===== config.mk =====
export PLATFORM = sky130hd
export DESIGN_NAME = icache
export DESIGN_NICKNAME = d
export VERILOG_FILES = /design/src/rtl/icache.sv
export SDC_FILE = /design/constraint.sdc
export NUM_CORES = 1
export LEC_CHECK = 0
export ABC_AREA = 1
export BUFFER_PORTS_ARGS = -buffer_cell sky130_fd_sc_hd__buf_2
export CORE_UTILIZATION = 30
export DETAILED_ROUTE_END_ITERATION = 10
export HOLD_SLACK_MARGIN = 0.12
export PLACE_DENSITY_LB_ADDON = 0.05
export SYNTH_ARGS = -nofsm -noshare
export SYNTH_HDL_FRONTEND = slang
export SYNTH_SLANG_ARGS = --single-unit

===== constraint.sdc =====
create_clock -name CLK -period 4.8 [get_ports CLK]
set_input_delay 0.96 -clock CLK [delete_from_list [all_inputs] [get_ports CLK]]
set_output_delay 0.96 -clock CLK [all_outputs]
set_load 0.05 [all_outputs]

===== src/rtl/icache.sv =====
// icache: direct-mapped, one-word-per-frame instruction cache with a two-state miss FSM.
module icache #(
    parameter int NSETS = 16
) (
    input  logic        CLK,
    input  logic        RST,
    input  logic        imemREN,
    input  logic [31:0] imemaddr,
    output logic        ihit,
    output logic [31:0] imemload,
    output logic        iREN,
    output logic [31:0] iaddr,
    input  logic        iwait,
    input  logic [31:0] iload,
    input  logic        inv,
    output logic [31:0] hit_cnt,
    output logic [31:0] miss_cnt
);
    localparam int IDX_W = $clog2(NSETS);
    localparam int TAG_W = 30 - IDX_W;

    typedef enum logic {IDLE, FETCH} state_t;

    state_t             state_q;
    logic [NSETS-1:0]   valid_q;
    logic [TAG_W-1:0]   tag_q [NSETS];
    logic [31:0]        data_q [NSETS];
    logic [31:0]        maddr_q, maddr_d, hit_cnt_q, miss_cnt_q;
    logic [TAG_W-1:0]   tag;
    logic [IDX_W-1:0]   idx, fidx;
    logic               hit, miss;

    assign tag     = imemaddr[31:IDX_W+2];
    assign idx     = imemaddr[IDX_W+1:2];
    assign fidx    = maddr_q[IDX_W+1:2];
    assign maddr_d = imemaddr & 32'hFFFF_FFFC;

    // inv suppresses both outcomes so an invalidate cycle never counts
    assign hit  = state_q == IDLE && imemREN && !inv && valid_q[idx] && tag_q[idx] == tag;
    assign miss = state_q == IDLE && imemREN && !inv && !hit;

    assign ihit     = hit;
    assign imemload = hit ? data_q[idx] : 32'd0;
    assign iREN     = state_q == FETCH;
    assign iaddr    = iREN ? maddr_q : 32'd0;
    assign hit_cnt  = hit_cnt_q;
    assign miss_cnt = miss_cnt_q;

    always_ff @(posedge CLK) begin
        if (RST) begin
            state_q    <= IDLE;
            valid_q    <= '0;
            maddr_q    <= '0;
            hit_cnt_q  <= '0;
            miss_cnt_q <= '0;
        end else begin
            if (inv)
                valid_q <= '0;
            if (hit)
                hit_cnt_q <= hit_cnt_q + 32'd1;
            if (miss) begin
                maddr_q    <= maddr_d;
                miss_cnt_q <= miss_cnt_q + 32'd1;
                state_q    <= FETCH;
            end
            // a fill coinciding with inv writes the frame but leaves it invalid
            if (state_q == FETCH && !iwait) begin
                data_q[fidx]  <= iload;
                tag_q[fidx]   <= maddr_q[31:IDX_W+2];
                valid_q[fidx] <= !inv;
                state_q       <= IDLE;
            end
        end
    end
endmodule


==> out/results.ini, run 1 <==
[finish]
final_core_occ_pct = 36.5
share_of_post_route_cells_with_drive_strength_above_1_pct = 13.7
fillerInstances = 14300
syn2layout_area_growth_pct = 20.6
nNetsFinal = 4391

[sta]
finalCriticalPeriod_ps = 4630
finalCritPeriodShare_pct = 96.5
worst_slew_pin_slew_ps = 884
skew_ps = 19.2
relSlewSlack_pct = 41.1
setup_viol = 0
slew_violations = 0
maxClockFrequency_ghz = 0.216
rsz0062_at_grt = yes
hold_viol = 0

[worst_setup_path]
timing.reg2reg.worst_path_depth = 6
category_of_the_most_critical_setup_path = in2out
crit_path_start = imemaddr[3]
timing.critical_path.to_type = output pin
timing.critical_path.from_type = input pin
regToRegSetupSlack_ps = 1630
critPathTopFamily = buffers and inverters
worstPathCellList = clkbuf_8, clkinv_8, buf_16, buf_12, nor2_1, o21ai_0, nand3_1, nand3_1, nand3_1, nand2_1, nor2_1, nand2_1, nor2_1, nand2_1, inv_1, nand2_4, buf_12, buf_12, nor3_1, buf_2
critical_path.max_stage_delay_ps = 310
cp.required_ps = 3840
path_buf_inv = 8
critPathArrivalTime_ps = 3670
worstReg2RegEnd = tag_q[15][9]
worst_path_max_delay_cell = sky130_fd_sc_hd__buf_2
timing.rr.start = iREN
crit_fanout = 17

[run]
cap_viol_max_count = 0

[placement]
finalWeightedCongestion = 0.783
input_output_buffers = 194
hpwlAfterDp_mm = 79.9

[clock_tree]
clock_tree.buffer_depth = 3
hold_buf_count_cts = 0
htree_levels = 4
clk_pin_slew_ps = 60
clk_latency_ps = 760
cts_tree = built
cts_sinks = 1039
cts_inserted_buffers = 130
cts.root.buffer_cell = sky130_fd_sc_hd__clkbuf_16

[route]
routedWlPerCell_um = 22.8
post-route-drc-count = 0
detailedRoute.firstPassIterationCount = 7
postRouteAntennaNets = 0
routed_via_density = 4.81
totalWireLength_mm = 144
vias = 30400
initialDrtViolationCount = 1697

[run_status]
status = finished, final reports clean

[synth]
count_leader_synth = sky130_fd_sc_hd__nand2_1
yosys-top-cells-count = sky130_fd_sc_hd__nand2_1 (1084), sky130_fd_sc_hd__edfxtp_1 (928), sky130_fd_sc_hd__nand3_1 (389), sky130_fd_sc_hd__nor2_1 (364), sky130_fd_sc_hd__a21oi_1 (301)
ys.flop_type = sky130_fd_sc_hd__edfxtp_1
syn-cell-area_um2 = 43400
yosys_warning_count = 0
synth.yosys.seq_area_share_pct = 69.4
synthTopCellsByArea = sky130_fd_sc_hd__edfxtp_1 (64%), sky130_fd_sc_hd__nand2_1 (9.4%), sky130_fd_sc_hd__dfxtp_1 (5.1%)
syn_avg_cell_area_um2 = 10.7
synth.top_cell.area_share_pct = 64.2
async_reset_ff_share_pct = 0
synth_top_cell_by_area = sky130_fd_sc_hd__edfxtp_1
synth_seq_cells = 1039
number_of_synthesized_flops_with_an_enable_pin = 928
synthesis.instances = 4040
synth.lib_cells_used.distinct = 35

[global_route]
grt_pass1_wl_mm = 209
grt_pass1_vias = 29700
grt.total_usage_pct = 19.6
grt_max_degree = 145
global_route.overflow_total = 0
number_of_antenna_violations_at_the_first_check_in_global_routing = 9

[power]
irDropWorstVdd_mv = 0.313
power.leakage_nw = 19.7
power-per-cell-area_nw_per_um2 = 390
total_power_mw = 20.4

[die]
initial_utilization_pct = 30.2
die_w_um = 382
rows = 139
die-area_um2 = 146000
io-pin-count = 199
die_height_um = 382
placeableCoreArea_um2 = 143000

[worst_hold_path]
hold_path_startpoint = valid_q[4]
destination_of_the_worst_hold_path = valid_q[4]
worst_hold_path_type = reg2reg
worstHoldPathCells = 2

routing by layer:
layer,vias to the layer above,global-route usage [%],wire length [um],share of wire (%)
met2,546,32.1,68800,48
li1,14600,-,-,-
met4,8,5.30,2910,2.0
met1,15100,26.6,66700,46
met3,169,3.34,5650,3.9
met5,-,0,57,0.040
worst max-delay path by stage:
stage | endpoint | slack [ps] | depth (start not counted)
floorplan | imemload[10] | 200 | 16
global placement | imemload[19] | -20 | 21
detailed placement | imemload[6] | -40 | 21
CTS | imemload[10] | 10 | 22
global route | imemload[6] | -20 | 21
finish | imemload[25] | 170 | 20
report_power, final:
part | switching (mW) | total (mW) | internal, mW
clock network | 3.85 | 9.13 | 5.29
logic | 0.877 | 1.27 | 0.393
registers | 0.0905 | 9.99 | 9.90
total | 4.81 | 20.4 | 15.6
registers in the layout (all words and copies together), names as in the netlist:
signal	flops
data_q	512
tag_q	416
hit_cnt	32
miss_cnt	32
maddr_q	30
valid_q	16
iREN	1
kinds of logic after synthesis:
family,share of synthesized area (%)
adders and majority gates,0.0577
xor gates and xnor gates,0.101
AOI/OAI and AO/OA,7.24
DFF,69.4
buffers and inverters,4.95
and+or+nand+nor,18.3
other,0.00864
through the flow:
step           worst slack, ps  hold WS, ps  setup TNS (ps)  area (um^2)  instances
2_1_floorplan              200          426               0        43400       4041
3_3_place_gp             -22.6          437           -22.6        48100       6087
3_5_place_dp             -35.3          441            -107        48100       6087
4_1_cts                   10.6          450               0        52100       6317
5_1_grt                  -19.8          478           -45.1        52300       6322
6_report                   170          452               0        52300       6324
worst min-delay path: cells and delay by family (launching register included):
| kind | cells | cell delay [ps] |
|---|---|---|
| flip-flops | 1 | 310 |
| AO/OA/AOI/OAI | 1 | 50 |
| buffers and inverters | 1 | 50 |
what timing repair did:
| item | in CTS | in global routing |
|---|---|---|
| gates cloned | 0 | 2 |
| gates resized for setup | 9 | 42 |
| setup endpoints to repair | 6 | 24 |
| setup buffers | 0 | 2 |
layout by cell type (no fill, tap or decap), types with 18 or more instances in the layout:
master	synthesis	final
sky130_fd_sc_hd__edfxtp_1	928	928
sky130_fd_sc_hd__inv_1	291	289
sky130_fd_sc_hd__nor2_1	364	346
sky130_fd_sc_hd__nand3_1	389	371
sky130_fd_sc_hd__nor3_1	77	69
sky130_fd_sc_hd__o211ai_1	24	24
sky130_fd_sc_hd__o21ai_1	30	30
sky130_fd_sc_hd__dfxtp_1	111	110
sky130_fd_sc_hd__o21ai_0	38	38
sky130_fd_sc_hd__a311oi_1	20	20
sky130_fd_sc_hd__clkbuf_1	116	43
sky130_fd_sc_hd__a221oi_1	82	82
sky130_fd_sc_hd__nor2_4	0	18
sky130_fd_sc_hd__nand2_1	1084	1080
sky130_fd_sc_hd__a21oi_1	301	301
sky130_fd_sc_hd__buf_12	0	64
sky130_fd_sc_hd__buf_4	12	142
sky130_fd_sc_hd__clkinv_1	1	22
sky130_fd_sc_hd__clkbuf_16	0	136
sky130_fd_sc_hd__nand3_2	0	18
sky130_fd_sc_hd__buf_2	65	171
final cells by class:
type / instances / area, um^2 / share of cell area (%)
flip-flops and latches: 1039 / 30100 / 57.5
well taps: 1903 / 2380 / 4.55
multi-input cells: 2469 / 11400 / 21.9
clock inverters: 50 / 354 / 0.677
clock buffers: 180 / 3560 / 6.80
diodes: 3 / 7.51 / 0.0143
repair buffers: 385 / 3360 / 6.42
inverters: 295 / 1150 / 2.19
Note: power is estimated with default switching activity, not from simulation.
==> run 2: changes to the inputs <==
BUFFER_PORTS_ARGS = -buffer_cell sky130_fd_sc_hd__buf_4   (was -buffer_cell sky130_fd_sc_hd__buf_2)
CORE_MARGIN = 2   (was unset)
SKIP_CTS_REPAIR_TIMING = 1   (was unset)
==> run 2 against run 1 <==
  * The run now ends with design-rule violations left
  * Core utilization is 0.24 points lower
  * Setup slack got worse by 1.1 ps
  * Final area is 0.53% lower
  * Combinational power about the same
  * Global-route usage is 0.34 points lower
  * Maximum frequency is essentially flat
  * Register-to-register slack better by 120 ps
  * Wire length increased by 0.26%
  * Non-clock buffer count decreased by 24
  * Sequential power barely moved
  * Total power shrank 2.1%
  * Worst hold slack about the same
  * Critical path type unchanged
  * Largest cell class unchanged
==> out/results.ini, run 2 (same netlist as run 1, synthesis figures left out) <==
[power]
power-per-cell-area_nw_per_um2 = 384
irDropWorstVdd_mv = 0.318
power.leakage_nw = 19.5

[sta]
finalCriticalPeriod_ps = 4630
finalCritPeriodShare_pct = 96.5
maxClockFrequency_ghz = 0.216
slew_violations = 0
setup_viol = 0
skew_ps = 25.4
fin_worst_hold_slack_ps = 452
hold_viol = 0
relSlewSlack_pct = 28.7
worst_slew_pin_slew_ps = 1070
final.setup.worst_slack_ps = 169

[route]
post-route-drc-count = 14
initialDrtViolationCount = 2027
routedWlPerCell_um = 23.0
postRouteAntennaNets = 0
vias = 30200
detailedRoute.firstPassIterationCount = 8
totalWireLength_mm = 144
routed_via_density = 4.80

[run_status]
failing_checks = design-rule violations
status = finished, violations left

[placement]
hpwlAfterDp_mm = 78.8
placed_cells = 6060
place_worst_setup_slack_ps = -52.9
finalWeightedCongestion = 0.786
input_output_buffers = 194

[worst_hold_path]
worst_hold_path_type = reg2reg
hold_path_startpoint = valid_q[14]

[die]
rows = 139
die_w_um = 384
io-pin-count = 199
initial_utilization_pct = 30.2
die-area_um2 = 148000
die_height_um = 384
placeableCoreArea_um2 = 144000

[worst_setup_path]
timing.rr.start = hit_cnt[0]
category_of_the_most_critical_setup_path = in2out
crit_path_start = imemaddr[2]
critical_path.max_stage_delay_ps = 240
crit_fanout = 19
cp.required_ps = 3840
critPathArrivalTime_ps = 3670
worstPathCellList = buf_16, clkinv_16, buf_12, clkbuf_16, nor2_1, nor2_1, o21ai_0, nand3_1, nand3_1, nand2_1, nand2_1, nand2_1, nor2_1, nand2_1, nor2_1, nand2_1, inv_1, nand2_4, buf_12, nor3_1, buf_4, buf_4
timing.critical_path.to_type = output pin
timing.critical_path.from_type = input pin
cpMostUsedCell = sky130_fd_sc_hd__nand2_1
worst_path_max_delay_cell = sky130_fd_sc_hd__nor3_1

[clock_tree]
htree_levels = 3
cts.root.buffer_cell = sky130_fd_sc_hd__clkbuf_16
cts_tree = built
cts_sinks = 1039
clock_tree.buffer_depth = 3
clk_pin_slew_ps = 60
cts_inserted_buffers = 121
clk_latency_ps = 740

[finish]
max_reg_flops = 512
share_of_post_route_cells_with_drive_strength_above_1_pct = 13.2
mostFrequentLayoutCell = sky130_fd_sc_hd__nand2_1
instances_no_fill = 6296
mostFrequentLayoutCells = sky130_fd_sc_hd__nand2_1 (1078), sky130_fd_sc_hd__edfxtp_1 (928), sky130_fd_sc_hd__nand3_1 (380)
top_register = data_q
nNetsFinal = 4358
layout_top_registers = data_q x512, tag_q x416
syn2layout_area_growth_pct = 20.0

[global_route]
grt_max_degree = 125
grt_pass1_vias = 28900
grt.total_usage_pct = 19.2
grt_pass1_wl_mm = 208
global_route.overflow_total = 0
number_of_antenna_violations_at_the_first_check_in_global_routing = 5

[run]
cap_viol_max_count = 0

==> run 2: cell types whose count changed in the layout (fill, tap and decap cells not counted), sizes merged <==
cell,change
buf,-25
clkbuf,-19
clkinv,+18
inv,-3
clkinvlp,+2
diode,-2
bufinv,+1
==> run 2: metal layers <==
layer  vias up  GRT usage [%]  routed length, um
li1      14500              -                  -
met1     15000           26.7              67900
met2       511           30.7              66600
met3       199           3.61               5990
met4         8           5.11               3920
met5         -              0                 56
==> run 2: per-stage QoR <==
| stage | utilization [%] | cell area, um^2 | TNS, ps | power [mW] |
|---|---|---|---|---|
| global placement | 33.4 | 48000 | -142 | 11.4 |
| finish | 36.2 | 52100 | 0 | 20.0 |
| detailed placement | 33.4 | 48000 | -72.4 | 11.4 |
| CTS | 36.0 | 51800 | -126 | 20.2 |
| global route | 36.2 | 52100 | -1.29 | 20.7 |
| floorplan | - | 43400 | 0 | 10.9 |
==> run 2: critical path, delay by kind of cell <==
kind,cells,cell delay [ps]
AOI/OAI and AO/OA,1,80
buffers and inverters,8,1270
and+or+nand+nor,13,1280
==> run 2: cell type report <==
class	count	area, um^2
fill	14500	91600
sequential	1039	30100
multi-input combinational	2469	11400
timing repair buffer	361	3300
clock buffer	160	3250
tap	1903	2380
inverter	295	1150
clock inverter	68	475
antenna	1	2.50
==> run 2: where the power goes <==
group	internal [mW]	leakage [nW]	total [mW]	switching (mW)
Sequential	9.90	9.09	9.99	0.0915
Clock	4.91	1.83	8.71	3.81
Combinational	0.388	8.60	1.26	0.871
==> run 2: path summary, 6_finish.rpt <==
kind	depth (start not counted)	endpoint	slack [ps]
min reg2reg	2	valid_q[14]	450
max	22	imemload[9]	170
min	2	valid_q[14]	450
max reg2reg	14	hit_cnt[30]	1750
